### config.mk
export PLATFORM = sky130hd
export DESIGN_NAME = output_drain_writer
export DESIGN_NICKNAME = d
export VERILOG_FILES = /design/src/rtl/sys_defs_pkg.sv /design/src/rtl/output_drain_writer.sv
export SDC_FILE = /design/constraint.sdc
export NUM_CORES = 1
export LEC_CHECK = 0
export CAP_MARGIN = 30
export CELL_PAD_IN_SITES_DETAIL_PLACEMENT = 1
export CELL_PAD_IN_SITES_GLOBAL_PLACEMENT = 1
export CORE_ASPECT_RATIO = 1.4
export CORE_MARGIN = 4
export CORE_UTILIZATION = 41
export DETAILED_ROUTE_END_ITERATION = 10
export PLACE_DENSITY = 0.83
export RECOVER_POWER = 25
export SYNTH_ARGS = -nofsm -noshare
export SYNTH_HDL_FRONTEND = slang
export SYNTH_SLANG_ARGS = --single-unit
export TNS_END_PERCENT = 5
### constraint.sdc
create_clock -name clk -period 23.3 [get_ports clk]
set_clock_uncertainty 0.05 [all_clocks]
set_input_delay 6.99 -clock clk [delete_from_list [all_inputs] [get_ports clk]]
set_output_delay 6.99 -clock clk [all_outputs]
set_load 0.05 [all_outputs]
### src/rtl/sys_defs_pkg.sv
// Shared memory-interface types and drain-side constants used by the
// output writer, the memory controller and the testbench.
package sys_defs_pkg;

    typedef logic [31:0] ADDR;
    typedef logic [63:0] MEM_BLOCK;
    typedef logic [3:0]  MEM_TAG;

    typedef enum logic [1:0] {
        MEM_NONE  = 2'h0,
        MEM_LOAD  = 2'h1,
        MEM_STORE = 2'h2
    } MEM_COMMAND;

    localparam int  MEM_BLOCKS_PER_VECTOR = 4;
    localparam ADDR O_BASE                = 32'h0000_2000;

    typedef logic [MEM_BLOCKS_PER_VECTOR*64-1:0] O_VECTOR_T;

    typedef enum logic [1:0] {
        IDLE  = 2'h0,
        STORE = 2'h1,
        DONE  = 2'h2
    } DRAIN_STATE;

endpackage

### src/rtl/output_drain_writer.sv
// Drains KNN result vectors to memory as consecutive 64-bit stores and
// flags completion after a fixed number of vectors.
//
//   state | meaning
//   IDLE  | ready for the next result vector
//   STORE | issuing held block blk, retried until memory tags it
//   DONE  | all vectors stored; sticky until rst
module output_drain_writer
    import sys_defs_pkg::*;
#(
    parameter ADDR         O_BASE       = sys_defs_pkg::O_BASE,
    parameter int unsigned VECTOR_BYTES = MEM_BLOCKS_PER_VECTOR * 8,
    parameter int unsigned BLOCKS       = MEM_BLOCKS_PER_VECTOR,
    parameter int unsigned NUM_VECTORS  = 16
) (
    input  logic                               clk,
    input  logic                               rst,
    input  logic                               in_valid,
    input  logic [BLOCKS*64-1:0]               in_vector,
    output logic                               in_ready,
    input  MEM_TAG                             mem2proc_transaction_tag,
    output MEM_COMMAND                         proc2mem_command,
    output ADDR                                proc2mem_addr,
    output MEM_BLOCK                           proc2mem_data,
    output logic [$clog2(NUM_VECTORS+1)-1:0]   vectors_written,
    output logic                               done
);

    localparam int VW = $clog2(NUM_VECTORS + 1);
    localparam int BW = (BLOCKS > 1) ? $clog2(BLOCKS) : 1;

    DRAIN_STATE           state, state_nxt;
    logic [BW-1:0]        blk, blk_nxt;
    logic [VW-1:0]        vec_idx, vec_idx_nxt;
    logic [BLOCKS*64-1:0] hold;
    logic                 capture;
    logic                 accepted;
    ADDR                  store_addr;

    assign accepted   = (mem2proc_transaction_tag != '0);
    // vec_idx only advances on a fully stored vector, so it doubles as the count
    assign store_addr = O_BASE + ADDR'(vec_idx) * VECTOR_BYTES + (ADDR'(blk) << 3);
    assign vectors_written = vec_idx;

    always_ff @(posedge clk or posedge rst) begin
        if (rst) begin
            state   <= IDLE;
            blk     <= '0;
            vec_idx <= '0;
            hold    <= '0;
        end else begin
            state   <= state_nxt;
            blk     <= blk_nxt;
            vec_idx <= vec_idx_nxt;
            if (capture) begin
                hold <= in_vector;
            end
        end
    end

    always_comb begin
        state_nxt        = state;
        blk_nxt          = blk;
        vec_idx_nxt      = vec_idx;
        capture          = 1'b0;
        in_ready         = 1'b0;
        done             = 1'b0;
        proc2mem_command = MEM_NONE;
        proc2mem_addr    = '0;
        proc2mem_data    = '0;
        case (state)
            IDLE: begin
                in_ready = 1'b1;
                if (in_valid) begin
                    capture   = 1'b1;
                    blk_nxt   = '0;
                    state_nxt = STORE;
                end
            end
            STORE: begin
                proc2mem_command = MEM_STORE;
                proc2mem_addr    = store_addr;
                proc2mem_data    = hold[blk*64 +: 64];
                if (accepted) begin
                    if (blk == BW'(BLOCKS - 1)) begin
                        blk_nxt     = '0;
                        vec_idx_nxt = vec_idx + 1'b1;
                        state_nxt   = (vec_idx == VW'(NUM_VECTORS - 1)) ? DONE : IDLE;
                    end else begin
                        blk_nxt = blk + 1'b1;
                    end
                end
            end
            DONE: begin
                done = 1'b1;
            end
            default: begin
                state_nxt = IDLE;
            end
        endcase
    end

endmodule
Word level (Yosys, flattened, before mapping)
Index checks and enable logic that the tools add are counted.

word-level totals
  register bits = 265
  input port bits = 263
  output and inout bits = 105
  logic and storage cells = 39

operators by class
  $add $sub $neg = 4
  equality and inequality tests = 7
  shift-type cells = 1
  mux-type cells = 16
  bitwise operators = 1
  reduce and logical (&&, ||, !) cells = 6

operators by type and width
  kind                      number
  $shiftx A256 B9 Y64       1
  $mux W64                  1
  $add A15 B5 Y16           1
  $mux W16                  1
  $mux W2                   8
  $add A14 B10 Y15 const A  1
  $ne A2 B2 Y1 const B      3
  $pmux W2 S3               1
  $reduce_and A3 Y1         2
  $add A5 B1 Y5 const B     1
  $eq A5 B4 Y1 const B      1
  $eq A2 B2 Y1 const B      2
  $mux W1                   4
  $pmux W2 S2               1
  $reduce_and A4 Y1         1
  $reduce_bool A4 Y1        1
  $add A2 B1 Y2 const B     1
  $eq A2 B1 Y1 const B      1
  $logic_not A2 Y1          1
  $reduce_bool A2 Y1        1
  $not A1 Y1                1

Longest topological paths before layout
  depth after elaboration = 5
  mapped depth = 5
  mapped depth without buffers = 4

Worst setup path before layout
No wires, ideal clock.

  kind = register to output
  start = register state[1]
  end = output port proc2mem_data[55]
  data arrival time = 1.890 ns
  required time = 16.260 ns
  path slack = 14.370 ns
  cell stages (with the launch flop) = 5
  buffers on the path = 1
  cells stage by stage = dfrtp_1 > nand2b_1 > clkinv_1 > clkbuf_1 > and2_1

between the ends
  cells in the longest elaborated chain, start to end = 2

RTL lines
  what                      RTL line                   text
  start: declaration        output_drain_writer.sv:32  DRAIN_STATE state, state_nxt;
  start signal: assignment  output_drain_writer.sv:52  state <= state_nxt;
  $eq A2 B1 Y1              output_drain_writer.sv:71  case (state)
  $mux W64                  output_drain_writer.sv:71
  end: declaration          output_drain_writer.sv:24  output MEM_BLOCK proc2mem_data,

No other way between the ends.

==> flow_metrics.env <==
export IMPL_synthDominantCellAreaShare_pct=54.5
export IMPL_area_enclosed_by_the_die_boundary_um2=32500
export IMPL_grt_remaining_overflow=0
export IMPL_worstPathCellList="dlygate4sd3_1, clkinvlp_2, clkbuf_1"
export IMPL_routabilityCongestion=0.807
export IMPL_worstPathArrival_ns=12.71
export IMPL_fillerInstances=2848
export IMPL_period_minus_ws_final_ns=14.44
export IMPL_pre_cts_ws_ns=13.24
export IMPL_cts_htree_levels=1
export IMPL_post_cts_resized_instances=0
export IMPL_clock_buffers_created_by_tritoncts=28
export IMPL_initial_utilization_pct=41.6
export IMPL_final_count_of_pins_violating_max_slew=144
export IMPL_layout_common_cells="clkdlybuf4s50_1, dfrtp_1, mux2_2, and2_1, mux4_2"
export IMPL_min_path_type="reg -> reg"
export IMPL_dominant_delay_contributor_by_cell_family_on_the_critical_path="buffers and inverters"
export IMPL_cts_tree="built"
export IMPL_ant_nets=0
export IMPL_cts_root_buffer="clkbuf_16"
export IMPL_status="complete, but fails checks"
export IMPL_route_vias_total=7723
export IMPL_avgViaCountPerCell=5.13
export IMPL_cts_hold_buf=0
export IMPL_maxClockFrequency_ghz=0.0692
export IMPL_tns_ns=0
export IMPL_ir_drop_v=0.000118
export IMPL_crit_slowest_cell="clkbuf_1"
export IMPL_area_of_combinational_cells_with_multiple_inputs_um2=5060
export IMPL_power_per_cell_area_nw_per_um2=160
export IMPL_synthesis_area_um2=12200
export IMPL_min_period_over_period_pct=62.0
export IMPL_first_pass_iters=4
export IMPL_drive_above_1_share_pct=33.5
export IMPL_worstSkewPairLatency_ns=0.54
export IMPL_via_count_of_the_first_global_routing_pass=8930
export IMPL_worstPathMaxFanout=111
export IMPL_grt_first_pass_wirelength_mm=51.5
export IMPL_area_delta_synth_final_pct=36.6
export IMPL_drt_initial_violations=217
export IMPL_vertical_die_dimension_um=212
export IMPL_post_synth_inst_count=765
export IMPL_grt_max_degree=164
export IMPL_maximum_root_to_sink_buffer_count=3
export IMPL_place_hpwl_mm=24.0
export IMPL_setup_viol_count_final=0
export IMPL_cp_end_kind="async pin"
export IMPL_final_common_cell="clkdlybuf4s50_1"
export IMPL_timing_final_ws_setup_ns=8.86
export IMPL_placement_io_buffers=342
export IMPL_layout_nets=1362
export IMPL_cp_num_buf_inv=3
export IMPL_required_ns=21.56
export IMPL_postSynthRegisterBits=265
export IMPL_worst_setup_path_type="in -> async"
export IMPL_rsz_0062_raised_after_global_routing="false"
export IMPL_failed_checks="max-capacitance violations, max-slew violations"
export IMPL_cell_accounting_for_the_most_synthesized_area="dfrtp_1"
export IMPL_rows=74
export IMPL_drv_max_cap_violation_count=3
export IMPL_synth_edff_count=0
export IMPL_synthesis_yosys_warnings=0
export IMPL_synth_sequential_area_ratio_pct=54.5
export IMPL_drc=0
export IMPL_ys_flop_type="dfrtp_1"
export IMPL_tightest_slew_ns=6.00
export IMPL_crit_path_max_incr_delay_ns=4.23
export IMPL_post_synth_num_cell_types=28
export IMPL_clock_transition_at_the_registers_of_the_reported_paths_ns=0.06
export IMPL_start_kind="input pin"
export IMPL_core_area_um2=29300
export IMPL_cts_setup_buffers=0
export IMPL_layout_area_seq_um2=6640
export IMPL_slew_limit_headroom_pct=-300
export IMPL_postSynthAreaPerCell_um2=15.9
export IMPL_yosys_top_cells_area="dfrtp_1, mux2_2, mux4_2"
export IMPL_grt_antenna_before_repair=12
export IMPL_finish_utilization_pct=56.8
export IMPL_routed_wl_mm=33.8
export IMPL_hold_violations=0
export IMPL_power_static_leakage_nw=6.68
export IMPL_drt_wirelength_per_cell_um=22.4
export IMPL_cts_num_sinks=265
export IMPL_asyncSetResetFlopFracSynth_pct=100
export IMPL_grt_use_total_pct=20.3
export IMPL_io_pins=368
export IMPL_die_w_um=154
==> sequential cells by signal, indices dropped and copies added, names as in the netlist <==
register         count
hold               256
vectors_written      5
blk                  2
state                2
==> per-layer routing <==
metal  up-vias  global-route usage [%]  share of wire (%)
met5         -                       0              0.039
met4         2                    8.81                3.3
met3        61                    4.13                5.3
met2       261                    37.8                 56
met1      4005                    22.4                 36
li1       3394                       -                  -
==> metrics by stage <==
step	hold WS, ns	total power [W]	cell area [µm²]	instances
after CTS	0.454	0.00270	16600	1493
after detailed placement	0.441	0.00226	15800	1446
final	0.449	0.00267	16600	1505
after global placement	0.433	0.00221	15700	1444
after global routing	0.461	0.00281	16600	1504
after floorplan	0.417	0.00183	12300	789
==> power by group <==
group | internal (W) | leakage [nW] | total (W) | switching (W)
combinational | 0.000666 | 3.12 | 0.00141 | 0.000743
sequential | 0.000696 | 3.13 | 0.000834 | 0.000138
clock | 0.000248 | 0.428 | 0.000424 | 0.000177
total | 0.00161 | 6.68 | 0.00267 | 0.00106
==> worst register-to-register path: cells and delay by family, from the launching register on <==
family | cells | cell delay, ns
buf+inv | 2 | 2.08
mux | 1 | 0.52
flops | 1 | 0.43
simple gates | 1 | 0.42
==> cells in the mapped netlist, types with 3 or more instances <==
library cell    n
and2_1         70
xor2_1          3
buf_6          11
mux2_2        257
mux4_2         64
ha_1            3
buf_2          14
dfrtp_1       265
nor2_1          6
buf_4          43
clkbuf_1        7
inv_1           4
==> final timing paths <==
path	to	slack (ns)	cells after the start	startpoint
hold / removal	hold[99]$_DFFE_PP0P_	0.45	1	hold[99]$_DFFE_PP0P_
min in group asynchronous	hold[30]$_DFFE_PP0P_	7.20	2	rst
max in group clk	proc2mem_data[35]	12.72	4	blk[1]$_DFFE_PP0P_
hold reg to reg	hold[99]$_DFFE_PP0P_	0.45	1	hold[99]$_DFFE_PP0P_
setup reg to reg	hold[77]$_DFFE_PP0P_	19.67	4	state[0]$_DFFE_PP0P_
setup / recovery	blk[0]$_DFFE_PP0P_	8.86	3	rst
==> area by class of cell <==
class | count | area share, %
inverter | 5 | 0.120
multi-input combinational | 444 | 30.5
clock buffer | 43 | 5.10
timing repair buffer | 352 | 21.2
clock inverter | 4 | 0.135
sequential | 265 | 39.9
tap | 380 | 2.86
antenna | 12 | 0.181
==> cells by family after synthesis <==
family	count (synthesis)	share of synthesized area, %
muxes	322	35.7
DFF	265	54.5
and+or+nand+nor	85	4.27
buffers and inverters	80	4.62
AOI/OAI and AO/OA	6	0.380
adders and majority gates	3	0.308
xor gates and xnor gates	3	0.216
other	1	0.0308
(Power assumes the default switching activity.)
